[src/rtl/common_defs_pkg.sv]
// Shared definitions for the ray pipeline: fixed-point type, screen geometry
// and the scheduler state encoding that control-register readback also uses.
`ifndef SCREEN_WIDTH
`define SCREEN_WIDTH 640
`endif
`ifndef SCREEN_HEIGHT
`define SCREEN_HEIGHT 480
`endif

package common_defs;

  typedef logic signed [31:0] fp;

  localparam int FRAC_BITS          = 16;
  localparam int DEF_SCREEN_WIDTH   = `SCREEN_WIDTH;
  localparam int DEF_SCREEN_HEIGHT  = `SCREEN_HEIGHT;
  localparam int DEF_MAX_INFLIGHT   = 8;

  typedef enum logic [1:0] {
    IDLE  = 2'd0,
    RUN   = 2'd1,
    DRAIN = 2'd2,
    DONE  = 2'd3
  } sched_state_e;

endpackage

[src/rtl/ray_pixel_scheduler_credit_counter.sv]
// Up/down counter of rays in flight; an unmatched decrement at zero is
// refused and flagged on underflow for the cycle it is presented.
module ray_credit_counter #(
  parameter int MAX = 8
) (
  input  logic                         clk,
  input  logic                         rst,
  input  logic                         inc,
  input  logic                         dec,
  output logic [$clog2(MAX+1)-1:0]     count,
  output logic                         full,
  output logic                         empty,
  output logic                         underflow
);

  localparam int CW = $clog2(MAX + 1);

  logic [CW-1:0] count_q, count_d;

  always_comb begin
    count_d   = count_q;
    underflow = 1'b0;
    if (inc && !dec) begin
      if (count_q != CW'(MAX)) count_d = count_q + CW'(1);
    end else if (dec && !inc) begin
      if (count_q == '0) underflow = 1'b1;
      else               count_d   = count_q - CW'(1);
    end
  end

  always_ff @(posedge clk or posedge rst) begin
    if (rst) count_q <= '0;
    else     count_q <= count_d;
  end

  assign count = count_q;
  assign full  = (count_q == CW'(MAX));
  assign empty = (count_q == '0);

endmodule

[src/rtl/ray_pixel_scheduler.sv]
// Raster-scan front end for ray_generator: issues one pixel per cycle while
// credits allow, and runs the frame start/abort/drain/done handshake.
module ray_pixel_scheduler
  import common_defs::*;
#(
  parameter int SCREEN_WIDTH  = DEF_SCREEN_WIDTH,
  parameter int SCREEN_HEIGHT = DEF_SCREEN_HEIGHT,
  parameter int MAX_INFLIGHT  = DEF_MAX_INFLIGHT
) (
  input  logic                              clk,
  input  logic                              rst,
  input  logic                              start,
  input  logic                              abort,
  input  logic                              ray_retire,
  output fp                                 screen_x,
  output fp                                 screen_y,
  output logic                              coords_valid,
  output logic                              sof,
  output logic                              eol,
  output logic                              eof,
  output logic                              busy,
  output logic                              frame_done,
  output logic [$clog2(MAX_INFLIGHT+1)-1:0] inflight,
  output logic                              credit_err
);

  localparam int X_W = (SCREEN_WIDTH  > 1) ? $clog2(SCREEN_WIDTH)  : 1;
  localparam int Y_W = (SCREEN_HEIGHT > 1) ? $clog2(SCREEN_HEIGHT) : 1;
  localparam logic [X_W-1:0] X_LAST = X_W'(SCREEN_WIDTH - 1);
  localparam logic [Y_W-1:0] Y_LAST = Y_W'(SCREEN_HEIGHT - 1);

  sched_state_e   state_q, state_d;
  logic [X_W-1:0] x_q, x_d, sx_q, sx_d;
  logic [Y_W-1:0] y_q, y_d, sy_q, sy_d;
  logic           aborted_q, aborted_d;
  logic           valid_q, valid_d;
  logic           sof_q, sof_d, eol_q, eol_d, eof_q, eof_d;
  logic           busy_q, busy_d, done_q, done_d;
  logic           cerr_q, cerr_d;

  logic           issue, first_px, line_end, last_px;
  logic           cnt_full, cnt_empty, cnt_underflow;

  ray_credit_counter #(.MAX(MAX_INFLIGHT)) u_credit (
    .clk       (clk),
    .rst       (rst),
    .inc       (issue),
    .dec       (ray_retire),
    .count     (inflight),
    .full      (cnt_full),
    .empty     (cnt_empty),
    .underflow (cnt_underflow)
  );

  assign first_px = (x_q == '0) && (y_q == '0);
  assign line_end = (x_q == X_LAST);
  assign last_px  = line_end && (y_q == Y_LAST);

  always_comb begin
    state_d   = state_q;
    x_d       = x_q;
    y_d       = y_q;
    aborted_d = aborted_q;
    issue     = 1'b0;
    unique case (state_q)
      IDLE: begin
        if (start) begin
          state_d   = RUN;
          x_d       = '0;
          y_d       = '0;
          aborted_d = 1'b0;
        end
      end
      RUN: begin
        if (abort) begin
          state_d   = DRAIN;
          aborted_d = 1'b1;
        // A retire in the same cycle frees the credit this issue consumes.
        end else if (!cnt_full || ray_retire) begin
          issue = 1'b1;
          if (line_end) begin
            x_d = '0;
            y_d = (y_q == Y_LAST) ? '0 : y_q + Y_W'(1);
          end else begin
            x_d = x_q + X_W'(1);
          end
          if (last_px) state_d = DRAIN;
        end
      end
      DRAIN: begin
        if (cnt_empty) state_d = aborted_q ? IDLE : DONE;
      end
      DONE:    state_d = IDLE;
      default: state_d = IDLE;
    endcase
  end

  always_comb begin
    valid_d = issue;
    sx_d    = issue ? x_q : sx_q;
    sy_d    = issue ? y_q : sy_q;
    sof_d   = issue && first_px;
    eol_d   = issue && line_end;
    eof_d   = issue && last_px;
    busy_d  = (state_d != IDLE);
    done_d  = (state_d == DONE);
    cerr_d  = cerr_q || cnt_underflow;
  end

  always_ff @(posedge clk or posedge rst) begin
    if (rst) begin
      state_q   <= IDLE;
      x_q       <= '0;
      y_q       <= '0;
      aborted_q <= 1'b0;
      sx_q      <= '0;
      sy_q      <= '0;
      valid_q   <= 1'b0;
      sof_q     <= 1'b0;
      eol_q     <= 1'b0;
      eof_q     <= 1'b0;
      busy_q    <= 1'b0;
      done_q    <= 1'b0;
      cerr_q    <= 1'b0;
    end else begin
      state_q   <= state_d;
      x_q       <= x_d;
      y_q       <= y_d;
      aborted_q <= aborted_d;
      sx_q      <= sx_d;
      sy_q      <= sy_d;
      valid_q   <= valid_d;
      sof_q     <= sof_d;
      eol_q     <= eol_d;
      eof_q     <= eof_d;
      busy_q    <= busy_d;
      done_q    <= done_d;
      cerr_q    <= cerr_d;
    end
  end

  // Integer pixel coordinates; ray_generator applies the fractional shift.
  assign screen_x     = fp'(32'(sx_q));
  assign screen_y     = fp'(32'(sy_q));
  assign coords_valid = valid_q;
  assign sof          = sof_q;
  assign eol          = eol_q;
  assign eof          = eof_q;
  assign busy         = busy_q;
  assign frame_done   = done_q;
  assign credit_err   = cerr_q;

endmodule
[config.mk]
export PLATFORM = sky130hd
export DESIGN_NAME = ray_pixel_scheduler
export DESIGN_NICKNAME = d
export VERILOG_FILES = /design/src/rtl/common_defs_pkg.sv /design/src/rtl/ray_pixel_scheduler_credit_counter.sv /design/src/rtl/ray_pixel_scheduler.sv
export SDC_FILE = /design/constraint.sdc
export NUM_CORES = 1
export LEC_CHECK = 0
export ABC_AREA = 1
export BUFFER_PORTS_ARGS = -buffer_cell sky130_fd_sc_hd__buf_2
export CORE_ASPECT_RATIO = 1.75
export CORE_MARGIN = 1
export CORE_UTILIZATION = 56
export DETAILED_ROUTE_END_ITERATION = 12
export HOLD_SLACK_MARGIN = 0.12
export PLACE_DENSITY = 0.85
export RECOVER_POWER = 100
export SLEW_MARGIN = 10
export SYNTH_ARGS = -nofsm -noshare
export SYNTH_HDL_FRONTEND = slang
export SYNTH_SLANG_ARGS = --single-unit
[constraint.sdc]
create_clock -name clk -period 3.5 [get_ports clk]
set_input_delay 0.175 -clock clk [delete_from_list [all_inputs] [get_ports clk]]
set_output_delay 0.175 -clock clk [all_outputs]
set_load 0.1 [all_outputs]
Yosys cells after proc, flatten, opt, wreduce, memory -nomap -nowiden --
Index checks and enable logic that the tools add are counted.
Word-level totals: register bits after elaboration 52, latch bits 0, memory bits (writable) 0, bits in read-only memories 0, input port bits 5, output and inout bits 75, logic and storage cells 87, memories kept 0
Cells by class: add/sub/neg operators 4, multipliers 0, div/mod/pow operators 0, $lt $le $gt $ge 0, eq/ne operators 15, shifts and indexed selects 0, muxes and demuxes 31, bitwise operators 0, reduce and logical (&&, ||, !) cells 23
Operators with widths (count):
- two-way mux 9 bit | 5
- two-way mux 10 bit | 4
- case mux 10 bit (2 select lines) | 1
- case mux 9 bit (2 select lines) | 1
- two-way mux 4 bit | 4
- two-way mux 2 bit | 6
- != test 2 bit, second input constant | 6
- adder 10 x 1 -> 10 bit, second input constant | 1
- equality test 10 bit, second input constant | 1
- logical NOT 10 bit | 1
- adder 9 x 1 -> 9 bit, second input constant | 1
- equality test 9 bit, second input constant | 1
- logical NOT 9 bit | 1
- two-way mux 1 bit | 8
- case mux 2 bit (4 select lines) | 1
- logical AND 1 bit | 7
- equality test 2 bit, second input constant | 3
- AND reduction 3 bit | 2
- nonzero test 2 bit | 3
- AND reduction 5 bit | 1
- adder 4 x 1 -> 4 bit, second input constant | 1
- equality test 4 bit, second input constant | 1
- logical NOT 4 bit | 1
- != test 4 bit, second input constant | 1
- 8 further kinds | 11

Depth between registers and ports, before layout --
Gate-level depths: netlist of run 1.
depth after elaboration 11, depth in mapped cells 13

Cells and area by module --
From an unflattened synthesis of run 1, not the netlist that was laid out.
Unflattened totals: cell total of the unflattened synthesis 376, area, all modules 3025.4 µm²
Modules (own cells, without submodules):
- ray_pixel_scheduler | times used 1, cells an instance 322, area each 2643.8 µm²
- ray_credit_counter | times used 1, cells an instance 54, area each 381.6 µm²

Worst setup path after synthesis of run 1 --
No wires, ideal clock.
path kind reg-to-reg, start point register u_credit.count_q[2], in the netlist u_credit.count[2], end point register u_credit.count_q[3], in the netlist u_credit.count[3], data arrival time 2227 ps, required time 3379 ps, slack 1152 ps, stages on the path, launching flop included 11, period minus slack after synthesis 2348 ps, path through dfrtp_1 -> inv_1 -> nand3_1 -> nand3_2 -> ha_1 -> nand2_1 -> nand3b_1 -> nand3_1 -> nand2_1 -> nand2_1 -> nand2_1
Between the ends: cells in the longest elaborated chain, start to end 10, elaborated cells on any way between the ends 21, those cells by class add/sub (2); eq/ne (4); mux (7); reduce/logical (8)
RTL lines:
- start: declaration | line ray_pixel_scheduler_credit_counter.sv:18 | logic [CW-1:0] count_q, count_d;
- start signal: assignment | line ray_pixel_scheduler_credit_counter.sv:33 | else count_q <= count_d;
- equality test 4 bit | line ray_pixel_scheduler_credit_counter.sv:37 | assign full = (count_q == CW'(MAX));
- logical NOT 1 bit | line ray_pixel_scheduler.sv:79 | end else if (!cnt_full || ray_retire) begin
- logical OR 1 bit | line ray_pixel_scheduler.sv:79
- two-way mux 1 bit | line ray_pixel_scheduler.sv:79
- two-way mux 1 bit | line ray_pixel_scheduler.sv:75 | if (abort) begin
- two-way mux 1 bit | line ray_pixel_scheduler.sv:65 | unique case (state_q)
- logical NOT 1 bit | line ray_pixel_scheduler_credit_counter.sv:25 | end else if (dec && !inc) begin
- logical AND 1 bit | line ray_pixel_scheduler_credit_counter.sv:25
- nonzero test 2 bit (no source line)
- AND reduction 3 bit (no source line)
Parallel ways exist; a longest one is shown, timed or not. The select of a mux whose other input is x is not followed. A chain may end at the register's enable or synchronous reset.

Worst setup path in the final report of run 1 --
start point register u_credit.count_q[0], in the netlist u_credit.count[0], end point register y_q[3]
Between the ends: cells in the longest elaborated chain, start to end 5
RTL lines:
- equality test 4 bit | line ray_pixel_scheduler_credit_counter.sv:37
- logical NOT 1 bit | line ray_pixel_scheduler.sv:79
- logical OR 1 bit | line ray_pixel_scheduler.sv:79
- != test 2 bit (no source line)
- AND reduction 5 bit (no source line)
- end signal: assignment | line ray_pixel_scheduler.sv:128 | y_q <= y_d;
- end: declaration | line ray_pixel_scheduler.sv:34 | logic [Y_W-1:0] y_q, y_d, sy_q, sy_d;
Every way passes these cells.

==> results of run 1 <==
[worst paths after layout]
| kind | depth (start not counted) | endpoint | start | slack, ns |
|---|---|---|---|---|
| max | 9 | y_q[3] | u_credit.count[0] | 0.92 |
| min | 3 | aborted_q | abort | 0.17 |
| max reg2reg | 9 | y_q[3] | u_credit.count[0] | 0.92 |
| min reg2reg | 2 | sy_q[7] | sy_q[7] | 0.49 |
| max in group asynchronous | 2 | u_credit.count[1] | rst | 1.92 |
| min in group asynchronous | 2 | sy_q[8] | rst | 0.48 |
[state kept, by name, indices dropped and copies added (netlist names), 2 cells and up]
register        cells
sy_q                9
u_credit.count      4
y_q                 9
sx_q               10
state_q             2
x_q                10
[layout by cell type (no fill, tap or decap), drive strengths merged, types with 2 or more instances in the layout]
cell    count
ha          6
nor2       23
or2         2
a21oi      17
xor2        5
nor4        3
nand4      14
nor3        6
buf         4
dfrtp      52
nand3      19
inv        44
o21ai      33
clkbuf     35
nand2      65
conb       45
[logic make-up (layout without fill, tap and decap cells)]
logic type	count (synthesis)	in the layout	synth area share
compound gates	52	52	0.0914
fa+ha+maj	6	6	0.0259
buf+inv	95	86	0.187
other cells	1	45	0.00129
xor+xnor	5	5	0.0151
flops	52	52	0.448
simple gates	133	133	0.231
[final cells by class]
class / count / area [sq um]
fillers: 468 / 2020
flip-flops and latches: 52 / 1300
multi-input cells: 241 / 1170
inverters: 44 / 165
repair buffers: 34 / 133
clock buffers: 5 / 68.8
well taps: 54 / 67.6
clock inverters: 3 / 42.5
[metrics by stage]
stage	hold slack, ns	cells	utilization	area [sq um]	setup WS [ns]
after floorplan	0.314	388	-	3070	1.15
after CTS	0.173	433	0.610	3040	1.39
after detailed placement	0.469	425	0.588	2930	1.42
after global placement	0.463	425	0.588	2930	1.53
after global routing	0.190	433	0.593	2950	0.642
final	0.173	433	0.593	2950	0.921
[worst reg2reg max path, delay by kind of cell, from the launching register on]
family	cells	cell delay (ns)
AND/OR/NAND/NOR	5	1.53
flip-flops	1	0.44
buffers and inverters	2	0.32
AO/OA/AOI/OAI	2	0.22
[metal layers]
layer  global-route usage  part of all wire
met5                    0                 0
met4                0.124             0.048
met3               0.0293             0.038
met1                0.231              0.38
met2                0.399              0.54
[power breakdown]
group | leakage [nW] | switching [mW] | total, mW | internal, mW
Sequential | 0.701 | 0.0858 | 0.792 | 0.706
Combinational | 0.702 | 1.09 | 1.27 | 0.188
Clock | 0.0541 | 0.204 | 0.415 | 0.212
==> impl_metrics.sql, run 1 <==
INSERT INTO impl_metrics (metric_group, metric, value, unit) VALUES
('sta', 'timing_hold_violations_final', '0', ''),
('floorplan', 'die_x', '56.4', 'microns'),
('clocking', 'cts_resized', '0', ''),
('worst_setup_path', 'cp_slowest_stage_delay', '0.82', 'ns'),
('pwr', 'pwr_total', '2.48', 'mW'),
('sta', 'worst_slew_pin_slew', '1.93', 'ns'),
('placed_design', 'buffer_ports.inserted', '34', ''),
('synthesis', 'netlist-cell-type-count', '31', ''),
('sta', 'grt_setup_unrepaired', 'no', ''),
('worst_setup_path', 'critPathTopFamily', 'simple AND/OR/NAND/NOR gates', ''),
('global_routing', 'maximum_number_of_pins_on_one_net_before_global_route_repair', '53', ''),
('global_routing', 'grt_first_pass_wirelength', '9400', 'microns'),
('detailed_routing', 'routed_wire_length_per_instance', '13.2', 'microns'),
('global_routing', 'grt-ovfl-total', '0', ''),
('outcome', 'run_status', 'finished with violations', ''),
('worst_setup_path', 'crit_path_start_kind', 'flop', ''),
('worst_setup_path', 'critical_path_data_arrival_time', '2.82', 'ns'),
('worst_setup_path', 'cpMaxStageDelayCell', 'sky130_fd_sc_hd__nand2_1', ''),
('worst_setup_path', 'setup.worst_path.end_class', 'flop', ''),
('floorplan', 'boundaryPins', '80', ''),
('clocking', 'clockBufferDepth', '2', ''),
('synthesis', 'synthTopCellsByArea', 'sky130_fd_sc_hd__dfrtp_1 45%, sky130_fd_sc_hd__buf_4 12%, sky130_fd_sc_hd__nand2_1 7.5%', ''),
('sta', 'final-max-slew-violation-count', '53', ''),
('pwr', 'ir_drop', '0.797', 'mV'),
('global_routing', 'global_route.usage.total', '0.218', ''),
('worst_setup_path', 'timing.setup.critical_path_class', 'flop to flop', ''),
('synthesis', 'ys.flop_type', 'sky130_fd_sc_hd__dfrtp_1', ''),
('placed_design', 'place.detailed.hpwl', '4220', 'microns'),
('synthesis', 'ys_ff_latch', '52', ''),
('synthesis', 'synth_area_leader_cell', 'sky130_fd_sc_hd__dfrtp_1', ''),
('clocking', 'cts_hold_repair.buffers', '0', ''),
('finish', 'post_route_cells_drive_above_1_share', '0.0607', ''),
('global_routing', 'via_count_of_the_first_global_routing_pass', '2112', ''),
('worst_setup_path', 'critical_path_buf_inv_count', '2', ''),
('floorplan', 'number_of_cell_rows', '34', ''),
('global_routing', 'antenna_found_initial', '0', ''),
('clocking', 'maximum_level_of_the_cts_h_tree', '2', ''),
('floorplan', 'placeableCoreArea', '0.00498', 'sq mm'),
('finish', 'antenna-diode-count', '0', ''),
('finish', 'nets', '389', ''),
('sta', 'fin_crit', '2.58', 'ns'),
('hold_path', 'min-delay-path-class', 'input port to flop', ''),
('clocking', 'clock_latency', '0.31', 'ns'),
('detailed_routing', 'routed_via_density', '5.25', ''),
('worst_setup_path', 'crit_fanout', '42', ''),
('synthesis', 'synthDominantCellAreaShare', '0.448', ''),
('clocking', 'cts_buf_count', '5', ''),
('outcome', 'failing_checks', 'capacitance limit, slew limit', ''),
('sta', 'clock.fmax', '388', 'MHz'),
('detailed_routing', 'ant_nets', '0', ''),
('synthesis', 'yosys-top-cells-count', '58 x sky130_fd_sc_hd__nand2_1, 52 x sky130_fd_sc_hd__dfrtp_1, 46 x sky130_fd_sc_hd__buf_4, 41 x sky130_fd_sc_hd__inv_1, 30 x sky130_fd_sc_hd__o21ai_0', ''),
('sta', 'timing.final.setup_violations', '0', ''),
('sta', 'totalNegativeSetupSlack', '0', 'ns'),
('detailed_routing', 'wl', '5720', 'microns'),
('synthesis', 'synth.yosys.seq_area_share', '0.448', ''),
('floorplan', 'die_height', '97.2', 'microns'),
('detailed_routing', 'post_detailed_route_drc_marker_count', '0', ''),
('sta', 'fin_worst_skew', '0.00341', 'ns'),
('detailed_routing', 'drt-pass1-iter-count', '4', ''),
('floorplan', 'die-area', '0.00548', 'sq mm'),
('detailed_routing', 'num_vias', '2274', ''),
('floorplan', 'floorplan.initialDensity', '0.583', ''),
('pwr', 'total_leakage_power', '1.46', 'nW'),
('synthesis', 'synth-async-reset-ratio', '1.00', ''),
('run', 'maxCapViolCount', '1', ''),
('sta', 'timing.slew.headroom', '-0.285', ''),
('synthesis', 'synthMostInstantiatedCell', 'sky130_fd_sc_hd__nand2_1', ''),
('synthesis', 'synth-edff-count', '0', ''),
('clocking', 'cts_root_buffer', 'sky130_fd_sc_hd__clkbuf_8', ''),
('clocking', 'cts.sink_count', '52', ''),
('synthesis', 'post_synthesis_cell_area', '0.00290', 'sq mm');
Power figures use the tool's default switching activity.
==> run 2, diff against run 1 <==
--- a/config.mk
+++ b/config.mk
@@ -5,14 +5,14 @@
 export SDC_FILE = /design/constraint.sdc
 export NUM_CORES = 1
 export LEC_CHECK = 0
-export ABC_AREA = 1
+export ABC_AREA = 0
 export BUFFER_PORTS_ARGS = -buffer_cell sky130_fd_sc_hd__buf_2
 export CORE_ASPECT_RATIO = 1.75
 export CORE_MARGIN = 1
-export CORE_UTILIZATION = 56
+export CORE_UTILIZATION = 48
 export DETAILED_ROUTE_END_ITERATION = 12
 export HOLD_SLACK_MARGIN = 0.12
-export PLACE_DENSITY = 0.85
+export PLACE_DENSITY = 0.77
 export RECOVER_POWER = 100
 export SLEW_MARGIN = 10
 export SYNTH_ARGS = -nofsm -noshare
==> constraint.sdc (replaced) <==
create_clock -name clk -period 2.1 [get_ports clk]
set_input_delay 0.105 -clock clk [delete_from_list [all_inputs] [get_ports clk]]
set_output_delay 0.105 -clock clk [all_outputs]
set_load 0.1 [all_outputs]
==> run 2 against run 1 <==
Effect of this change:
- the run ends with setup timing left
- cell count grew 6.7%
- critical path depth did not move
- first-iteration DRC count is 100% higher
- synthesized area rose by 2.4%
- clock power is 36% higher
- critical path type unchanged
- highest routed layer unchanged
==> impl_metrics.sql, run 2 <==
INSERT INTO impl_metrics (metric_group, metric, value, unit) VALUES
('outcome', 'run_status', 'finished with violations', ''),
('outcome', 'failing_checks', 'setup timing', ''),
('synthesis', 'synth-async-reset-ratio', '1.00', ''),
('clocking', 'maximum_level_of_the_cts_h_tree', '2', ''),
('synthesis', 'synth-edff-count', '0', ''),
('pwr', 'ir_drop', '1.18', 'mV'),
('finish', 'nets', '394', ''),
('floorplan', 'die_height', '106', 'microns'),
('clocking', 'clk_pin_slew', '0.09', 'ns'),
('finish', 'multi_input_gate_area_in_the_final_layout', '0.00144', 'sq mm'),
('worst_setup_path', 'cpMaxStageDelayCell', 'sky130_fd_sc_hd__dfrtp_1', ''),
('sta', 'timing.final.setup_violations', '1', ''),
('clocking', 'clock_latency', '0.30', 'ns'),
('synthesis', 'ys.flop_type', 'sky130_fd_sc_hd__dfrtp_1', ''),
('finish', 'area_delta_synth_final', '12.4', '%'),
('sta', 'fin_crit', '2.14', 'ns'),
('pwr', 'total_leakage_power', '1.55', 'nW'),
('sta', 'clock.fmax', '468', 'MHz'),
('worst_setup_path', 'timing.rr.start', 'state_q[1]', ''),
('finish', 'biggestRegsByFlops', 'sx_q (10), x_q (10)', ''),
('worst_setup_path', 'setup.worst_path.end_class', 'flop', ''),
('detailed_routing', 'num_vias', '2414', ''),
('placed_design', 'place.detailed.hpwl', '4510', 'microns'),
('synthesis', 'synthMostInstantiatedCell', 'sky130_fd_sc_hd__nand2_1', ''),
('synthesis', 'synthesized_instance_count', '328', ''),
('finish', 'final_cell_utilization_of_the_core', '0.564', ''),
('worst_setup_path', 'critical_path_required', '2.32', 'ns'),
('global_routing', 'antenna_found_initial', '0', ''),
('placed_design', 'buffer_ports.inserted', '34', ''),
('synthesis', 'post_synthesis_cell_area', '0.00297', 'sq mm'),
('sta', 'hold_slack', '0.143', 'ns'),
('synthesis', 'synth_area_leader_cell', 'sky130_fd_sc_hd__dfrtp_1', ''),
('detailed_routing', 'drt-pass1-iter-count', '5', ''),
('floorplan', 'number_of_cell_rows', '37', ''),
('floorplan', 'boundaryPins', '80', ''),
('pwr', 'netSwitchingFraction', '0.534', ''),
('floorplan', 'placeableCoreArea', '0.00593', 'sq mm'),
('worst_setup_path', 'crit_fanout', '4', ''),
('finish', 'antenna-diode-count', '0', ''),
('finish', 'register_area', '0.00131', 'sq mm'),
('pwr', 'power_frac_seq', '0.296', ''),
('worst_setup_path', 'crit_path_start_kind', 'flop', ''),
('sta', 'final-max-slew-violation-count', '0', ''),
('placed_design', 'placedCellCount', '449', ''),
('placed_design', 'globalplace.congestion', '0.880', ''),
('global_routing', 'via_count_of_the_first_global_routing_pass', '2328', ''),
('sta', 'grt_setup_unrepaired', 'yes', ''),
('sta', 'fin_worst_skew', '0.00583', 'ns'),
('detailed_routing', 'post_detailed_route_drc_marker_count', '0', ''),
('sta', 'worst_slew_pin_slew', '1.18', 'ns'),
('run', 'maxCapViolCount', '0', ''),
('pwr', 'pwr_total', '4.23', 'mW'),
('worst_setup_path', 'timing.setup.critical_path_class', 'flop to flop', ''),
('synthesis', 'synthDominantCellAreaShare', '0.438', ''),
('floorplan', 'floorplan.initialDensity', '0.501', ''),
('detailed_routing', 'routed_via_density', '5.23', ''),
('global_routing', 'maximum_number_of_pins_on_one_net_before_global_route_repair', '35', ''),
('finish', 'post_route_cells_drive_above_1_share', '0.167', ''),
('worst_setup_path', 'crit_end', 'u_credit.count[3]', ''),
('detailed_routing', 'wl', '6180', 'microns'),
('synthesis', 'netlist-cell-type-count', '55', ''),
('worst_setup_path', 'ff2ff_path_depth', '9', ''),
('clocking', 'cts_root_buffer', 'sky130_fd_sc_hd__clkbuf_8', ''),
('pwr', 'part_of_the_total_power_dissipated_in_combinational_logic', '0.571', ''),
('global_routing', 'grt_first_pass_wirelength', '10500', 'microns'),
('clocking', 'tritoncts', 'built', ''),
('pwr', 'switchingPower', '2.26', 'mW'),
('sta', 'ratio_of_final_minimum_period_to_clock_period', '1.02', ''),
('finish', 'layout.filler_cells', '585', ''),
('pwr', 'pwr_density_cell', '1270', 'mW/mm^2'),
('clocking', 'cts.sink_count', '52', ''),
('detailed_routing', 'routed_wire_length_per_instance', '13.4', 'microns'),
('floorplan', 'die-area', '0.00652', 'sq mm'),
('synthesis', 'synth.yosys.seq_area_share', '0.438', ''),
('worst_setup_path', 'regToRegEndpoint', 'u_credit.count[3]', ''),
('synthesis', 'synthTopCellsByArea', 'sky130_fd_sc_hd__dfrtp_1 44%, sky130_fd_sc_hd__buf_4 12%, sky130_fd_sc_hd__nand2_1 8.0%', ''),
('clocking', 'clockBufferDepth', '2', ''),
('worst_setup_path', 'crit_chain', 'or3b_4, a31o_4, inv_6, nand2_4, ha_4, nand3_4, a2111oi_4, a21oi_1, a22oi_1', ''),
('finish', 'mostFrequentLayoutCell', 'sky130_fd_sc_hd__nand2_1', ''),
('detailed_routing', 'ant_nets', '0', ''),
('detailed_routing', 'detail_route.iter0.violations', '119', ''),
('global_routing', 'global_route.usage.total', '0.210', ''),
('synthesis', 'synth-warning-count', '0', ''),
('finish', 'layout_common_cells', '63 x sky130_fd_sc_hd__nand2_1, 48 x sky130_fd_sc_hd__dfrtp_1, 45 x sky130_fd_sc_hd__conb_1', ''),
('worst_setup_path', 'cp_slowest_stage_delay', '0.39', 'ns'),
('pwr', 'internal_power_of_the_cells', '1.97', 'mW'),
('floorplan', 'die_x', '61.5', 'microns'),
('synthesis', 'syn-mean-instance-area', '9.06', 'sq um'),
('pwr', 'p_clk_frac', '0.133', ''),
('hold_path', 'min-delay-path-class', 'input port to flop', ''),
('sta', 'timing_hold_violations_final', '0', ''),
('sta', 'timing.slew.headroom', '0.219', ''),
('clocking', 'cts_buf_count', '5', ''),
('sta', 'worst_slack', '-0.0387', 'ns'),
('global_routing', 'grt-ovfl-total', '0', ''),
('worst_setup_path', 'cp-startpoint', 'state_q[1]', ''),
('worst_setup_path', 'critical_path_data_arrival_time', '2.36', 'ns'),
('worst_setup_path', 'worst-r2r-setup-slack', '-0.04', 'ns'),
('finish', 'instances_no_fill', '462', ''),
('synthesis', 'ys_ff_latch', '52', ''),
('synthesis', 'yosys-top-cells-count', '63 x sky130_fd_sc_hd__nand2_1, 52 x sky130_fd_sc_hd__dfrtp_1, 47 x sky130_fd_sc_hd__buf_4, 25 x sky130_fd_sc_hd__o21ai_0, 17 x sky130_fd_sc_hd__nor2_1', '');
-- run 2: cell count changes in the layout (fill, tap and decap cells not counted), moves of 7 or more --
cell | before | now
sky130_fd_sc_hd__nand4_1 | 14 | 6
sky130_fd_sc_hd__a21oi_1 | 17 | 7
sky130_fd_sc_hd__o21ai_0 | 32 | 25
sky130_fd_sc_hd__buf_4 | 0 | 23
sky130_fd_sc_hd__inv_1 | 42 | 12
sky130_fd_sc_hd__nand3_1 | 18 | 9
-- run 2: stage by stage --
stage | setup TNS, ns | worst slack [ns] | area, sq um
detailed placement | -0.0528 | -0.0528 | 3220
CTS | -0.0410 | -0.0410 | 3370
global placement | 0 | 0.0103 | 3220
global route | -0.207 | -0.108 | 3340
finish | -0.0387 | -0.0387 | 3340
floorplan | -0.530 | -0.281 | 3190
-- run 2: worst min path at each step --
stage                from         end  slack [ns]  depth (start not counted)
floorplan           abort   aborted_q        0.24                          1
global route        abort  state_q[0]        0.15                          3
CTS                 abort  state_q[0]        0.13                          3
finish              abort  state_q[0]        0.14                          3
global placement      rst     sy_q[7]        0.13                          2
detailed placement    rst     sy_q[0]        0.14                          2
-- run 2: timing repair --
item,4_1_cts,5_1_grt
buffers inserted,0,1
hold buffers,4,0
resized for setup,2,1
setup endpoints to repair,1,3
endpoints found under the hold margin,21,0
pin swaps,3,3
-- run 2: final cells by class --
class / count / area share
flip-flops and latches: 52 / 0.391
repair buffers: 62 / 0.106
clock inverters: 2 / 0.00487
well taps: 78 / 0.0292
inverters: 13 / 0.0161
clock buffers: 6 / 0.0217
multi-input cells: 249 / 0.431
-- run 2: kinds of logic (layout without fill, tap and decap cells) --
kind of cell,after synthesis,in the layout,synth area share
xor+xnor,3,3,0.00884
fa+ha+maj,6,6,0.0253
buf+inv,71,83,0.158
flops,52,52,0.438
other cells,1,45,0.00126
compound gates,67,67,0.160
simple gates,126,126,0.198
mux,2,2,0.0101
-- run 2: critical path, delay by kind of cell, from the launching register on --
family                   cells  cell delay, ns
AND/OR/NAND/NOR              3            0.53
flip-flops                   1            0.39
AO/OA/AOI/OAI                4            0.75
buffers and inverters        1            0.06
adder cells (fa/ha/maj)      1            0.32
-- run 2: metal layers --
| metal | wire length [microns] | up-vias | track usage |
|---|---|---|---|
| met3 | 341 | 9 | 0.0304 |
| met1 | 2310 | 1164 | 0.243 |
| li1 | - | 1145 | - |
| met2 | 3440 | 96 | 0.378 |
| met5 | 0 | - | 0 |
| met4 | 84 | 0 | 0.0698 |
-- run 2: power by group through the flow --
stage	sequential, mW	combinational (mW)	clock [mW]
after CTS	1.25	2.40	0.579
after floorplan	2.00	1.30	0
after detailed placement	1.27	2.36	0
after global routing	1.27	2.57	0.613
after global placement	1.26	2.33	0
final	1.25	2.42	0.564
==> run 3, diff against run 2 <==
--- a/config.mk
+++ b/config.mk
@@ -5,14 +5,14 @@
 export SDC_FILE = /design/constraint.sdc
 export NUM_CORES = 1
 export LEC_CHECK = 0
-export ABC_AREA = 0
+export ABC_AREA = 1
 export BUFFER_PORTS_ARGS = -buffer_cell sky130_fd_sc_hd__buf_2
 export CORE_ASPECT_RATIO = 1.75
 export CORE_MARGIN = 1
-export CORE_UTILIZATION = 48
+export CORE_UTILIZATION = 47
 export DETAILED_ROUTE_END_ITERATION = 12
 export HOLD_SLACK_MARGIN = 0.12
-export PLACE_DENSITY = 0.77
+export PLACE_DENSITY = 0.76
 export RECOVER_POWER = 100
 export SLEW_MARGIN = 10
 export SYNTH_ARGS = -nofsm -noshare
==> run 3 against run 2 <==
Effect of this change:
- highest routed layer unchanged
- sequential share of layout area up 3.1 points
- power increased by 1.3%
- the flow now finishes without violations
- die area down 0.27%
- largest cell class is now sequential cells
- clock-buffer cell count is the same
- critical endpoint is now y_q[5]
- critical path depth is 1 higher
- sequential power grew 6%
- clock power rose by 43%
- fmax grew 14%
- cell area is 7.4% lower
- cell count is the same
==> impl_metrics.sql, run 3 (synthesis results as in run 1) <==
INSERT INTO impl_metrics (metric_group, metric, value, unit) VALUES
('sta', 'timing_hold_violations_final', '0', ''),
('worst_setup_path', 'timing.setup.critical_path_class', 'flop to flop', ''),
('detailed_routing', 'wl', '5620', 'microns'),
('floorplan', 'number_of_cell_rows', '37', ''),
('placed_design', 'place.detailed.hpwl', '4140', 'microns'),
('detailed_routing', 'route.top_layer_used', 'met4', ''),
('detailed_routing', 'num_vias', '2269', ''),
('clocking', 'clock_latency', '0.32', 'ns'),
('detailed_routing', 'met3_wirelength', '239', 'microns'),
('worst_setup_path', 'crit_path_start_kind', 'flop', ''),
('finish', 'post_route_cells_drive_above_1_share', '0.0755', ''),
('sta', 'timing.slew.headroom', '0.225', ''),
('global_routing', 'grt_first_pass_wirelength', '9290', 'microns'),
('global_routing', 'grt-ovfl-total', '0', ''),
('clocking', 'cts_buf_count', '5', ''),
('outcome', 'run_status', 'complete, no violations', ''),
('floorplan', 'boundaryPins', '80', ''),
('clocking', 'cts_root_buffer', 'sky130_fd_sc_hd__clkbuf_8', ''),
('pwr', 'pwr_total', '4.29', 'mW'),
('clocking', 'maximum_level_of_the_cts_h_tree', '2', ''),
('pwr', 'pwr_density_cell', '1390', 'mW/mm^2'),
('finish', 'biggestRegsByFlops', 'sx_q (10), x_q (10)', ''),
('finish', 'instances_no_fill', '462', ''),
('detailed_routing', 'routed_wire_length_per_instance', '12.2', 'microns'),
('sta', 'clock.fmax', '534', 'MHz'),
('finish', 'antenna-diode-count', '0', ''),
('global_routing', 'via_count_of_the_first_global_routing_pass', '2125', ''),
('run', 'maxCapViolCount', '0', ''),
('sta', 'fin_worst_skew', '0.0115', 'ns'),
('worst_setup_path', 'critical_path_required', '2.30', 'ns'),
('pwr', 'power_frac_seq', '0.310', ''),
('pwr', 'internal_power_of_the_cells', '2.00', 'mW'),
('detailed_routing', 'detailroute.wirelength.met2', '3060', 'microns'),
('detailed_routing', 'drt-pass1-iter-count', '4', ''),
('placed_design', 'globalplace.congestion', '0.887', ''),
('finish', 'final_cell_utilization_of_the_core', '0.522', ''),
('placed_design', 'buffer_ports.inserted', '34', ''),
('clocking', 'clockBufferDepth', '2', ''),
('sta', 'worst_slew_pin_slew', '1.17', 'ns'),
('finish', 'mostFrequentLayoutCell', 'sky130_fd_sc_hd__nand2_1', ''),
('worst_setup_path', 'setup.worst_path.end_class', 'flop', ''),
('sta', 'timing.final.setup_violations', '0', ''),
('clocking', 'clk_pin_slew', '0.10', 'ns'),
('sta', 'totalNegativeSetupSlack', '0', 'ns'),
('floorplan', 'die_height', '106', 'microns'),
('clocking', 'cts.sink_count', '52', ''),
('pwr', 'p_clk_frac', '0.188', ''),
('detailed_routing', 'route.layer.met1.wl', '2130', 'microns'),
('floorplan', 'die-area', '0.00650', 'sq mm'),
('global_routing', 'global_route.usage.total', '0.192', ''),
('sta', 'worst_slack', '0.228', 'ns'),
('sta', 'grt_setup_unrepaired', 'no', ''),
('pwr', 'part_of_the_total_power_dissipated_in_combinational_logic', '0.502', ''),
('detailed_routing', 'detail_route.iter0.violations', '99', ''),
('floorplan', 'die_x', '61.4', 'microns'),
('clocking', 'cts_resized', '0', ''),
('pwr', 'switchingPower', '2.29', 'mW'),
('sta', 'final-max-slew-violation-count', '0', ''),
('detailed_routing', 'ant_nets', '0', ''),
('global_routing', 'antenna_found_initial', '0', ''),
('finish', 'nets', '394', ''),
('detailed_routing', 'routed_via_density', '4.91', ''),
('worst_setup_path', 'crit_fanout', '16', ''),
('worst_setup_path', 'critical_path_data_arrival_time', '2.07', 'ns'),
('pwr', 'ir_drop', '1.42', 'mV'),
('clocking', 'cts_hold_repair.buffers', '3', ''),
('placed_design', 'placedCellCount', '451', ''),
('floorplan', 'floorplan.initialDensity', '0.490', ''),
('finish', 'layout_common_cells', '61 x sky130_fd_sc_hd__nand2_1, 49 x sky130_fd_sc_hd__dfrtp_1, 45 x sky130_fd_sc_hd__conb_1', ''),
('floorplan', 'placeableCoreArea', '0.00593', 'sq mm'),
('detailed_routing', 'post_detailed_route_drc_marker_count', '0', ''),
('finish', 'area_delta_synth_final', '6.60', '%'),
('pwr', 'total_leakage_power', '1.51', 'nW'),
('pwr', 'netSwitchingFraction', '0.534', ''),
('clocking', 'cts_setup_buffers', '0', ''),
('sta', 'fin_crit', '1.87', 'ns'),
('clocking', 'tritoncts', 'built', ''),
('hold_path', 'min-delay-path-class', 'input port to flop', ''),
('placed_design', 'dp_worst_setup_slack', '0.263', 'ns'),
('sta', 'ratio_of_final_minimum_period_to_clock_period', '0.892', ''),
('global_routing', 'maximum_number_of_pins_on_one_net_before_global_route_repair', '41', '');
-- run 3: changes by cell type in the layout (fill, tap and decap cells not counted), sizes merged, moves of 4 or more --
cell,before,now
a21oi,7,17
a22o,4,0
buf,31,6
inv,13,44
nand3,10,19
nand4,6,14
nor2,17,23
o21ai,29,33
o31ai,7,1
xor2,1,5
-- run 3: final cells by class --
cell class | instances | area, sq um
Clock buffer | 6 | 72.6
Clock inverter | 2 | 60.1
Fill cell | 598 | 2830
Inverter | 44 | 165
Multi-Input combinational cell | 241 | 1200
Sequential cell | 52 | 1310
Tap cell | 78 | 97.6
Timing Repair Buffer | 39 | 190
-- run 3: worst max-delay path: stages (launching register included) --
cell and delay (ns):
sky130_fd_sc_hd__dfrtp_1 0.39, sky130_fd_sc_hd__ha_1 0.21, sky130_fd_sc_hd__nand2_2 0.09, sky130_fd_sc_hd__nor2_4 0.15, sky130_fd_sc_hd__nand4_4 0.10, sky130_fd_sc_hd__nor2_1 0.19
sky130_fd_sc_hd__nand2_1 0.16, sky130_fd_sc_hd__nand2_4 0.19, sky130_fd_sc_hd__inv_2 0.10, sky130_fd_sc_hd__a21oi_1 0.13, sky130_fd_sc_hd__a21oi_1 0.05
-- run 3: metal layers --
metal | global-route usage | vias up
met4 | 0.0968 | 0
met1 | 0.200 | 1079
met2 | 0.345 | 80
li1 | - | 1099
met3 | 0.0365 | 11
met5 | 0 | -
-- run 3: path summary, 6_finish.rpt --
kind                       startpoint           endpoint  slack, ns  cells past startpoint
max                            x_q[1]             y_q[5]       0.23                     10
min                             start         state_q[0]       0.16                      3
max reg2reg                    x_q[1]             y_q[5]       0.23                     10
min reg2reg                   sy_q[2]            sy_q[2]       0.49                      2
max in group asynchronous         rst  u_credit.count[2]       0.86                      4
min in group asynchronous         rst             y_q[6]       0.56                      3
-- run 3: power groups by stage --
stage / sequential, mW / clock (mW) / combinational, mW
floorplan: 2.14 / 0 / 1.14
global placement: 1.35 / 0 / 2.16
detailed placement: 1.35 / 0 / 2.20
CTS: 1.33 / 0.816 / 2.21
global route: 1.35 / 0.856 / 2.33
finish: 1.33 / 0.804 / 2.15
-- run 3: per-stage QoR --
step                      hold slack, ns  instance area, sq um
final                              0.160                  3090
after floorplan                    0.244                  3070
after detailed placement           0.191                  2990
after global routing               0.207                  3090
after global placement             0.190                  2990
after CTS                          0.171                  3150
